$ cat src/rtl/snake_dir_input.sv
// snake_dir_input: synchronises and debounces the four active-low direction
// buttons, turns debounced presses into a direction request, and commits
// that request on the game step strobe. 180-degree reversals are rejected.

// Per-button synchroniser + debouncer; pulses press on a stable 1->0 change.
module snake_dir_debounce #(
    parameter int DEB_CYCLES = 1000000
) (
    input  logic clk,
    input  logic rst_n,
    input  logic key,
    output logic press
);
    localparam int CW = (DEB_CYCLES > 2) ? $clog2(DEB_CYCLES) : 1;
    localparam logic [CW-1:0] CNT_MAX = CW'(DEB_CYCLES - 1);

    logic          sync1;
    logic          sync2;
    logic          stable;
    logic [CW-1:0] cnt;

    // Two-flop synchroniser; released level is 1.
    always_ff @(posedge clk or negedge rst_n) begin
        if (!rst_n) begin
            sync1 <= 1'b1;
            sync2 <= 1'b1;
        end else begin
            sync1 <= key;
            sync2 <= sync1;
        end
    end

    // Accept a new level only after DEB_CYCLES consecutive differing samples.
    always_ff @(posedge clk or negedge rst_n) begin
        if (!rst_n) begin
            stable <= 1'b1;
            cnt    <= '0;
            press  <= 1'b0;
        end else begin
            press <= 1'b0;
            if (sync2 == stable) begin
                cnt <= '0;
            end else if (cnt == CNT_MAX) begin
                stable <= sync2;
                cnt    <= '0;
                press  <= ~sync2;   // only the falling (pressed) edge pulses
            end else begin
                cnt <= cnt + CW'(1);
            end
        end
    end
endmodule

module snake_dir_input #(
    parameter int DEB_CYCLES = 1000000
) (
    input  logic       CLK1_50,
    input  logic       CLR_N,
    input  logic [3:0] KEY,
    input  logic       step,
    output logic [3:0] press,
    output logic [1:0] dir,
    output logic       dir_pending
);
    logic [1:0] next_dir;
    logic [1:0] win_code;
    logic       win_vld;
    logic [1:0] dir_eff;
    logic       commit;
    logic       accept;

    genvar g;
    generate
        for (g = 0; g < 4; g++) begin : g_btn
            snake_dir_debounce #(.DEB_CYCLES(DEB_CYCLES)) u_deb (
                .clk   (CLK1_50),
                .rst_n (CLR_N),
                .key   (KEY[g]),
                .press (press[g])
            );
        end
    endgenerate

    // Pick the lowest-index press and test it against the effective direction,
    // which is the pending request when this same cycle commits it.
    always_comb begin
        win_code = 2'b00;
        win_vld  = 1'b0;
        for (int i = 3; i >= 0; i--) begin
            if (press[i]) begin
                win_code = 2'(i);
                win_vld  = 1'b1;
            end
        end
        commit  = step && dir_pending;
        dir_eff = commit ? next_dir : dir;
        accept  = win_vld && (win_code != (dir_eff ^ 2'b10));
    end

    // Latch accepted requests and commit the pending one on step.
    always_ff @(posedge CLK1_50 or negedge CLR_N) begin
        if (!CLR_N) begin
            dir         <= 2'b01;
            next_dir    <= 2'b01;
            dir_pending <= 1'b0;
        end else begin
            if (commit) begin
                dir <= next_dir;
            end
            if (accept) begin
                next_dir    <= win_code;
                dir_pending <= 1'b1;
            end else if (commit) begin
                dir_pending <= 1'b0;
            end
        end
    end
endmodule

$ cat config.mk
export PLATFORM = sky130hd
export DESIGN_NAME = snake_dir_input
export DESIGN_NICKNAME = d
export VERILOG_FILES = /design/src/rtl/snake_dir_input.sv
export SDC_FILE = /design/constraint.sdc
export NUM_CORES = 1
export LEC_CHECK = 0
export BUFFER_PORTS_ARGS = -buffer_cell sky130_fd_sc_hd__buf_2
export CAP_MARGIN = 20
export CORE_ASPECT_RATIO = 0.5
export CORE_MARGIN = 8
export CORE_UTILIZATION = 45
export DETAILED_ROUTE_END_ITERATION = 16
export SYNTH_ARGS = -nofsm -noshare
export SYNTH_HDL_FRONTEND = slang
export SYNTH_SLANG_ARGS = --single-unit
$ cat constraint.sdc
create_clock -name CLK1_50 -period 2.2 [get_ports CLK1_50]
set_clock_uncertainty 0.1 [all_clocks]
set_input_delay 0.11 -clock CLK1_50 [delete_from_list [all_inputs] [get_ports CLK1_50]]
set_output_delay 0.11 -clock CLK1_50 [all_outputs]
set_load 0.1 [all_outputs]
After elaboration in Yosys (flattened, before gate mapping)
Cells that the tools add are included.

Register bits after elaboration: 101. Bits of input ports: 7. Output and inout port bits: 7. Logic and storage cells: 79.

Add/subtract/negate cells: 4. Eq/ne operators: 9. Multiplexer cells: 27. Bitwise gates (word level): 9. Reduce and logical (&&, ||, !) cells: 7.

Operators with widths (count): 20-bit two-way mux (8); 20-bit by 1-bit adder with 20-bit output (second input constant) (4); 20-bit equality test (second input constant) (4); 1-bit two-way mux (14); 2-bit two-way mux (5); 1-bit inverter (9); 2-bit AND reduction (4); 1-bit equality test (4); 1-bit logical AND (2); 2-bit != test (1); 2-bit nonzero test (1).

Depth between registers and ports, before layout
Gate-level depths: netlist of run 1.

Word-level depth: 7. Depth in mapped cells: 7.

Modules after synthesis
A second synthesis of run 1 with hierarchy kept.

Cells, all modules: 508. Area total of the unflattened synthesis: 4974.8 um^2.

By module, submodules not included: snake_dir_debounce (times used 4, cells an instance 116, area each 1139.8 um^2, seq. area each 604.3 um^2); snake_dir_input (times used 1, cells an instance 44, area each 415.4 um^2, seq. area each 127.6 um^2).

Least setup slack after synthesis of run 1
OpenSTA, ideal clock, no wires.

Path type: reg2reg. Start point: register dir_pending. End point: register next_dir[0]. Library setup time: 82 ps. Data arrival time: 2180 ps. Slack: -162 ps. Cell stages (with the launch flop): 6. Period minus slack after synthesis: 2362 ps. Path through: dfrtp_1 and2_0 mux2i_1 mux2i_1 o22ai_1 mux2_2.

Cells in the longest elaborated chain, start to end: 5.

RTL lines: start: declaration (line 63) `output logic dir_pending`; start signal: assignment (line 105) `dir_pending <= 1'b0;`; start signal: assignment (line 112) `dir_pending <= 1'b1;`; start signal: assignment (line 114) `dir_pending <= 1'b0;`; 1-bit logical AND (*) (line 95) `commit = step && dir_pending;`; 2-bit two-way mux (*); 1-bit inverter (no source line); 2-bit != test (*) (line 97) `accept = win_vld && (win_code != (dir_eff ^ 2'b10));`; 1-bit logical AND (*) (line 97); end signal: assignment (line 111) `next_dir <= win_code;`; end: declaration (line 65) `logic [1:0] next_dir;`.

Mark *: on every way between the ends. The rest lies on a longest branch, timed or not. A chain may end at the register's enable or synchronous reset.

Worst setup path in the final report of run 1
Start point: register dir[0]. End point: register next_dir[0].

Cells in the longest elaborated chain, start to end: 3.

RTL lines: start: declaration (line 62) `output logic [1:0] dir,`; start signal: assignment (line 108) `dir <= next_dir;`; 2-bit two-way mux; 2-bit != test (line 97); 1-bit logical AND (line 97).

Every way passes these cells.

==> flow_summary.ini, run 1 <==
[logic_synthesis]
synth_edf_count = 0
synth_area_sq_mm = 0.004730
synth_top_cell_by_area = dfrtp_1
async_flop_share = 1.000
synth.top_cells.by_area = dfrtp_1, xor2_1, dfstp_2, nor2_1, xnor2_1
synth_ff_type = dfrtp_1
netlist_instances = 451
ys_ff_latch = 101
synthTopCellsByCount = dfrtp_1, nor2_1, xor2_1
yosys_warnings = 0
yosysUniqueCellTypes = 49
syn_nets = 462
avgSynthCellArea_sq_um = 10.49
synth_seq_area_share = 0.5381
synth_top_cell_area_share = 0.4603

[cts]
clock_latency_ns = 0.34
cts_tree = built
cts_setup_buffers = 0
cts_buffer_depth = 2
cts-root-buf = clkbuf_16
cts_sinks = 101
h-tree-depth = 3
cts_buffers = 9
clkTransAtPathRegs_ns = 0.06

[floorplanning]
initial_core_util = 0.4630
dieArea_sq_mm = 0.01425
std_cell_rows = 26
coreArea_sq_mm = 0.01021
dieHeight_microns = 88.49
top_level_ports = 14
die_w_microns = 161.0

[layout]
drive_gt1_frac = 0.1361
syn2layout_area_growth_pct = 13.02
fillerInstances = 947
num_antenna_cells = 0
finalNetCount = 491
fin_util = 0.5233

[pwr]
ir_worst_vdd_uv = 371.6
fin_total_pwr_mw = 3.618
leakagePower_nw = 2.338
p_per_area_mw_per_mm2 = 676.9

[sta]
tightestPinTransition_ns = 0.5064
slew_headroom = 0.6624
setup_tns_ns = 0
rsz0062_at_grt = false
hold_viol_final = 0
finalSetupViolCount = 0
finalCritPeriodShare = 0.9241
fin_crit_ns = 2.033
slew_violations = 0
fmax_ghz = 0.4919

[status]
status = finished, final reports clean

[worst_setup_path]
arrival_ns = 2.20
endpoint_kind = register
r2r_slack_ns = 0.17
critPathKind = reg -> reg
cp-start-kind = register
crit_required_ns = 2.37
cp_max_fo = 3

[route]
via_per_inst = 5.090
wl_per_cell_microns = 13.36
firstDrtPassIters = 4
vias = 3181
drc = 0
wl_microns = 8352
drtAntennaViolNets = 0
drt_first_iter_violations = 134

[grt]
antenna_found_initial = 0
grt_pass1_vias = 3135
overflow = 0
grt_max_degree = 46
grt_first_pass_wirelength_microns = 14910
track_usage = 0.1284

[placed_design]
gp_congestion = 0.7658
post-dp-hpwl_microns = 5702
port_buffers = 13

[flow_run]
drv_cap = 0

[min_path]
hold_path.class = in -> async
area by class of cell:
cell class | count | area [sq um] | area share
sequential | 101 | 2550 | 0.4771
multi-input combinational | 332 | 2076 | 0.3883
clock buffer | 12 | 246.5 | 0.04611
timing repair buffer | 28 | 220.2 | 0.04120
tap | 140 | 175.2 | 0.03277
clock inverter | 4 | 47.55 | 0.008895
inverter | 8 | 30.03 | 0.005618
registers in the layout, summed over array words and instances (netlist names):
name                count
next_dir                2
dir                     2
dir_pending             1
g_btn.u_deb.press       4
g_btn.u_deb.sync2       4
g_btn.u_deb.sync1       4
g_btn.u_deb.cnt        80
g_btn.u_deb.stable      4
power breakdown:
| part | total, mW | leakage (nW) | switching [mW] | internal (mW) |
|---|---|---|---|---|
| Combinational | 0.138 | 0.844 | 0.0930 | 0.0450 |
| Clock | 1.56 | 0.143 | 0.654 | 0.910 |
| Sequential | 1.92 | 1.35 | 0.0240 | 1.89 |
metrics by stage:
step	hold WS (ns)	area, sq um	setup WS [ns]	cells
after floorplan	-0.2856	4735	0.06133	451
after global placement	0.01396	4991	0.1801	603
after detailed placement	0.01546	4991	0.1492	603
after CTS	0.1843	5345	0.1394	625
after global routing	0.2103	5345	0.04527	625
final	0.1745	5345	0.1669	625
critical path, stage by stage (launching register included):
cell and delay, ns:
dfstp_4 0.62, inv_1 0.04, o311ai_0 0.42, a22oi_1 0.12, o22ai_1 0.30, mux2_2 0.37
metal layers:
| metal | GRT usage | routed length, microns |
|---|---|---|
| met4 | 0.04504 | 87 |
| met3 | 0.03203 | 194 |
| met2 | 0.2076 | 3894 |
| met5 | 0 | 0 |
| met1 | 0.1671 | 4176 |
cell usage in the layout, fill, tap and decap left out, types with 9 or more instances in the layout:
cell type  count
xor2_1        44
nor2_1        87
nor3_1        16
and3_1        16
nand2_1       28
nand4_1       18
dfstp_2       13
xnor2_1       31
buf_2         12
nand3_1       31
clkbuf_16      9
dfrtp_1       86
path summary, 6_finish.rpt:
kind                                           startpoint                                end  depth (start not counted)
max in group asynchronous                           CLR_N  g_btn[2].u_deb.stable$_DFFE_PN1P_                          3
hold / removal                                      CLR_N    g_btn[0].u_deb.cnt[2]$_DFF_PN0_                          2
min in group CLK1_50       g_btn[1].u_deb.sync1$_DFF_PN1_     g_btn[1].u_deb.sync2$_DFF_PN1_                          0
hold reg to reg            g_btn[1].u_deb.sync1$_DFF_PN1_     g_btn[1].u_deb.sync2$_DFF_PN1_                          0
setup / recovery                         dir[0]$_DFF_PN1_            next_dir[0]$_DFFE_PN1P_                          5
setup reg to reg                         dir[0]$_DFF_PN1_            next_dir[0]$_DFFE_PN1P_                          5
logic make-up after synthesis:
| group | after synthesis | share of synthesized area |
|---|---|---|
| AND/OR/NAND/NOR | 235 | 0.2577 |
| AO/OA/AOI/OAI | 11 | 0.01482 |
| XOR/XNOR | 75 | 0.1389 |
| buffers and inverters | 18 | 0.02301 |
| multiplexers | 7 | 0.01693 |
| flip-flops | 101 | 0.5381 |
| adder cells (fa/ha/maj) | 4 | 0.01058 |
repair_timing:
| action | CTS | global route |
|---|---|---|
| hold buffers | 6 | 0 |
| resized for setup | 0 | 1 |
| setup endpoints to repair | 0 | 18 |
| endpoints found under the hold margin | 41 | 0 |
(Power assumes the default switching activity.)
==> run 2, diff against run 1 <==
CAP_MARGIN = 5   (was 20)
PLACE_DENSITY = 0.6   (was unset)
SYNTH_HIERARCHICAL = 1   (was unset)
==> run 2 against run 1 <==
  * Routed wire length is 11% higher
  * Clock power is essentially flat
  * Via count is 15% higher
  * Fmax shrank 3.4%
  * Largest power group unchanged
==> flow_summary.ini, run 2 <==
[logic_synthesis]
synth_edf_count = 0
avgSynthCellArea_sq_um = 9.793
synth_area_sq_mm = 0.004975
yosys_warnings = 6
yosysMostFrequentCell = dfrtp_1
synth_top_cell_area_share = 0.4376
synth_ff_type = dfrtp_1
ys_ff_latch = 101
yosysUniqueCellTypes = 49
synth.top_cells.by_area = dfrtp_1, dfstp_2, nor2_1, xnor2_1, a21oi_1
syn_nets = 519
synth_seq_area_share = 0.5116
synthTopCellsByCount = dfrtp_1, nor2_1, a21oi_1
netlist_instances = 508
synth_top_cell_by_area = dfrtp_1
async_flop_share = 1.000

[worst_setup_path]
r2r_end = g_btn[2].u_deb/cnt[18]$_DFF_PN0_
slowest_stage = or4_1
ff2ff_path_depth = 5
cp_cell_sequence = ha_1, nand2_1, or4_1, or4_1, a21oi_1
critPathKind = reg -> reg
endpoint_kind = register
slowest_delay_ns = 0.62
cp-start-kind = register
crit_required_ns = 2.37
r2r_slack_ns = 0.1
arrival_ns = 2.27
cp_max_fo = 8
cp_common_cell = or4_1
timing.rr.start = g_btn[2].u_deb/cnt[0]$_DFF_PN0_

[layout]
syn2layout_area_growth_pct = 13.96
drive_gt1_frac = 0.1848
fillerInstances = 968
layout_common_cells = dfrtp_1, nor2_1, a21oi_1, nand3_1, inv_1
regMostFlops = g_btn.u_deb/cnt
num_antenna_cells = 0
largest_reg_flops = 80
fin_area_sq_mm = 0.005669
finalNetCount = 547
fin_util = 0.5212
fin_cells = 686
final_common_cell = dfrtp_1

[floorplanning]
dieHeight_microns = 90.35
dieArea_sq_mm = 0.01488
initial_core_util = 0.4573
top_level_ports = 14
die_w_microns = 164.7
coreArea_sq_mm = 0.01088
std_cell_rows = 27

[min_path]
hold_path.class = in -> reg
hold_path_end = dir[1]$_DFF_PN0_
worstHoldStart = step
hold_path_depth = 3

[sta]
slew_headroom = 0.6467
fmax_ghz = 0.4752
finalSetupViolCount = 0
fin_crit_ns = 2.104
fin_ws_ns = 0.09555
finalCritPeriodShare = 0.9566
rsz0062_at_grt = true
hold_viol_final = 0
setup_tns_ns = 0
hold_ws_ns = 0.1079
tightestPinTransition_ns = 0.5299
slew_violations = 0

[route]
wl_microns = 9278
via_per_inst = 5.331
drtAntennaViolNets = 0
firstDrtPassIters = 4
vias = 3657
drc = 0
drt_first_iter_violations = 222
wl_per_cell_microns = 13.52

[pwr]
fin_total_pwr_mw = 3.683
leakagePower_nw = 2.241
p_per_area_mw_per_mm2 = 649.7
ir_worst_vdd_uv = 345.7

[placed_design]
post-dp-hpwl_microns = 6466
gp_congestion = 0.8281
placed_cell_area_sq_mm = 0.005301
place_ws_ns = 0.08163
port_buffers = 13
dp_cells = 665

[grt]
grt_first_pass_wirelength_microns = 16440
antenna_found_initial = 0
overflow = 0
track_usage = 0.1326
grt_max_degree = 40
grt_pass1_vias = 3571

[cts]
cts_buffers = 9
clock_latency_ns = 0.34
cts-root-buf = clkbuf_16
clkTransAtPathRegs_ns = 0.07
cts_tree = built
h-tree-depth = 3
cts_sinks = 101
cts_setup_buffers = 0
cts_buffer_depth = 2

[status]
status = finished, final reports clean

[flow_run]
drv_cap = 0
## run 2: cell count changes in the layout (fill, tap and decap cells not counted), moves of 13 or more
cell | before | now
a21oi_1 | 2 | 35
o21ai_0 | 4 | 20
nor2_1 | 87 | 63
xor2_1 | 44 | 20
or4_1 | 1 | 14
inv_1 | 8 | 26
## run 2: worst max-delay path, delay by kind of cell, from the launching register on
kind | cells | cell delay, ns
simple gates | 3 | 1.20
fa+ha+maj | 1 | 0.18
flops | 1 | 0.41
compound gates | 1 | 0.15
## run 2: final cells by class
type / count / area, sq um / area share
Sequential cell: 101 / 2545 / 0.4489
Clock buffer: 13 / 250.2 / 0.04414
Clock inverter: 3 / 45.04 / 0.007945
Timing Repair Buffer: 38 / 280.3 / 0.04944
Multi-Input combinational cell: 360 / 2270 / 0.4004
Inverter: 26 / 97.59 / 0.01721
Tap cell: 145 / 181.4 / 0.03200
## run 2: cell families (layout without fill, tap and decap cells)
kind of cell,count (synthesis),in the layout,share of synthesized area
AO/OA/AOI/OAI,85,85,0.1019
XOR/XNOR,44,44,0.07746
adder cells (fa/ha/maj),4,4,0.01006
buffers and inverters,47,80,0.03672
flip-flops,101,101,0.5116
multiplexers,6,6,0.01383
AND/OR/NAND/NOR,221,221,0.2485
## run 2: report_power, final
group	internal, mW	switching, mW
clock	0.914	0.653
sequential	1.89	0.0342
combinational	0.0606	0.126
## run 2: what timing repair did
| action | CTS | global route |
|---|---|---|
| endpoints found under the hold margin | 34 | 0 |
| setup endpoints to repair | 0 | 12 |
| gates resized for setup | 0 | 6 |
| hold buffers | 5 | 0 |
## run 2: layer usage
metal  share of wire  vias up  wire [microns]  global-route usage
met1            0.51     1757            4705              0.1726
met2            0.46       25            4293              0.2137
li1                -     1870               -                   -
met3           0.023        5             212             0.03412
met4          0.0071        0              66             0.03726
met5               0        -               0                   0
## run 2: how the worst max path moves through the flow
stage / from / to / slack [ns] / depth (start not counted)
CTS: g_btn[3].u_deb/cnt[1]$_DFF_PN0_ / g_btn[3].u_deb/cnt[18]$_DFF_PN0_ / 0.04 / 5
floorplan: g_btn[0].u_deb/cnt[0]$_DFF_PN0_ / g_btn[0].u_deb/cnt[18]$_DFF_PN0_ / 0.12 / 6
global placement: g_btn[2].u_deb/cnt[0]$_DFF_PN0_ / g_btn[2].u_deb/cnt[18]$_DFF_PN0_ / 0.13 / 5
detailed placement: g_btn[3].u_deb/cnt[1]$_DFF_PN0_ / g_btn[3].u_deb/cnt[18]$_DFF_PN0_ / 0.08 / 5
finish: g_btn[2].u_deb/cnt[0]$_DFF_PN0_ / g_btn[2].u_deb/cnt[18]$_DFF_PN0_ / 0.1 / 5
global route: g_btn[2].u_deb/cnt[0]$_DFF_PN0_ / g_btn[2].u_deb/cnt[18]$_DFF_PN0_ / -0.01 / 5
==> run 3, diff against run 2 <==
PLACE_DENSITY = unset   (was 0.6)
PLACE_DENSITY_LB_ADDON = 0.05   (was unset)
RECOVER_POWER = 100   (was unset)
==> run 3 against run 2 <==
  * Hold slack worse by 0.038 ns
  * Core utilization shrank 0.17 points
  * Routed wire length grew 0.24%
  * Sequential power about the same
  * Sequential share of layout area grew 0.15 points
  * Die area stayed put
  * Worst setup slack improved by 0.056 ns
  * Global-route usage rose by 0.61 points
  * First-iteration DRC count decreased by 25%
  * Via count is 0.41% higher
  * Fmax rose by 2.8%
  * Critical path type unchanged
  * Largest power group unchanged
==> flow_summary.ini, run 3 (synthesis results as in run 2) <==
[worst_setup_path]
slowest_delay_ns = 0.58
crit_required_ns = 2.36
slowest_stage = or4_4
cp_cell_sequence = ha_1, nand2_1, or4_4, or4_1, a21oi_1
endpoint_kind = register
critPathKind = reg -> reg
arrival_ns = 2.21
crit_buf_inv = 0
cp_max_fo = 8
cp-start-kind = register
path_delay_family = simple AND/OR/NAND/NOR gates
r2r_slack_ns = 0.15

[sta]
slew_headroom = 0.009379
slew_violations = 0
setup_tns_ns = 0
hold_viol_final = 0
tightestPinTransition_ns = 1.486
finalSetupViolCount = 0
finalCritPeriodShare = 0.9309
rsz0062_at_grt = false
fin_crit_ns = 2.048
fmax_ghz = 0.4883

[cts]
cts_setup_buffers = 0
cts-root-buf = clkbuf_16
clkTransAtPathRegs_ns = 0.07
cts_buffer_depth = 2
cts_buffers = 9
clock_latency_ns = 0.35
cts_sinks = 101
h-tree-depth = 3
cts_tree = built

[route]
drc = 0
drtAntennaViolNets = 0
wl_per_cell_microns = 13.54
vias = 3672
drt_first_iter_violations = 166
via_per_inst = 5.345
firstDrtPassIters = 4
wl_microns = 9300

[floorplanning]
top_level_ports = 14
dieArea_sq_mm = 0.01488
die_w_microns = 164.7
std_cell_rows = 27
coreArea_sq_mm = 0.01088
initial_core_util = 0.4573
dieHeight_microns = 90.35

[pwr]
p_per_area_mw_per_mm2 = 660.0
leakagePower_nw = 2.220
clkPwrFrac = 0.435
p_sw_mw = 0.8513
sw_frac_of_total = 0.2283
pwr-share-seq = 0.516
p_int_mw = 2.878
ir_worst_vdd_uv = 341.7
p_comb_frac = 0.048

[layout]
largest_reg_flops = 80
fin_area_sq_mm = 0.005650
multi_input_area_sq_mm = 0.002262
syn2layout_area_growth_pct = 13.58
seqCellArea_sq_mm = 0.002545
fillerInstances = 1041
num_antenna_cells = 0
drive_gt1_frac = 0.1734
finalNetCount = 548
regMostFlops = g_btn.u_deb/cnt
layout_common_cells = dfrtp_1, nor2_1, a21oi_1, nand3_1, inv_1
final_common_cell = dfrtp_1

[placed_design]
gp_congestion = 0.7515
placed_cell_area_sq_mm = 0.005309
post-dp-hpwl_microns = 6527
port_buffers = 13

[grt]
grt_first_pass_wirelength_microns = 17220
grt_max_degree = 39
overflow = 0
grt_pass1_vias = 3813
track_usage = 0.1387
antenna_found_initial = 0

[status]
status = finished, final reports clean

[flow_run]
drv_cap = 0

[min_path]
hold_path.class = in -> reg
==> run 3: final timing paths <==
path,startpoint,cells past startpoint,endpoint
hold / removal,step,3,dir_pending$_DFFE_PN0P_
setup / recovery,g_btn[3].u_deb/cnt[1]$_DFF_PN0_,5,g_btn[3].u_deb/cnt[18]$_DFF_PN0_
max in group asynchronous,CLR_N,3,next_dir[0]$_DFFE_PN1P_
setup reg to reg,g_btn[3].u_deb/cnt[1]$_DFF_PN0_,5,g_btn[3].u_deb/cnt[18]$_DFF_PN0_
hold reg to reg,g_btn[3].u_deb/sync1$_DFF_PN1_,0,g_btn[3].u_deb/sync2$_DFF_PN1_
min in group asynchronous,CLR_N,2,g_btn[3].u_deb/cnt[17]$_DFF_PN0_
==> run 3: final cells by class <==
type | count | share of cell area
flip-flops and latches | 101 | 0.4504
multi-input cells | 360 | 0.4004
repair buffers | 39 | 0.04539
clock buffers | 11 | 0.04296
well taps | 145 | 0.03211
inverters | 26 | 0.01727
clock inverters | 5 | 0.01151
==> run 3: through the flow <==
step / setup WS [ns] / hold slack [ns] / instances / util / total power, mW
6_report: 0.1520 / 0.06939 / 687 / 0.5194 / 3.730
5_1_grt: 0.01320 / 0.07945 / 687 / 0.5194 / 3.897
4_1_cts: 0.05054 / 0.08162 / 687 / 0.5209 / 3.815
3_5_place_dp: 0.07842 / -0.04602 / 666 / 0.4880 / 2.146
3_3_place_gp: 0.1396 / -0.04633 / 666 / 0.4880 / 2.145
2_1_floorplan: 0.1247 / -0.2856 / 508 / - / 2.054
==> run 3: routing by layer <==
| metal | vias to the layer above | wire [microns] | global-route usage |
|---|---|---|---|
| met4 | 0 | 124 | 0.04024 |
| met2 | 20 | 4286 | 0.2313 |
| met5 | - | 0 | 0 |
| met1 | 1776 | 4661 | 0.1708 |
| li1 | 1863 | - | - |
| met3 | 13 | 228 | 0.04049 |
==> run 3: repair_timing <==
item	in CTS	in global routing
hold endpoints to repair	93	0
setup endpoints to repair	0	14
resized for setup	0	7
hold buffers	5	0
==> run 3: worst register-to-register path, cell delays in order (launching register included) <==
cell and delay [ns]:
dfrtp_1 0.39, ha_1 0.18, nand2_1 0.09, or4_4 0.58
or4_1 0.48, a21oi_1 0.15
==> run 3: power by group through the flow <==
stage / combinational (mW) / clock (mW) / sequential [mW]
global route: 0.208 / 1.76 / 1.93
finish: 0.180 / 1.62 / 1.93
CTS: 0.192 / 1.70 / 1.93
global placement: 0.185 / 0 / 1.96
detailed placement: 0.185 / 0 / 1.96
floorplan: 0.0710 / 0 / 1.98
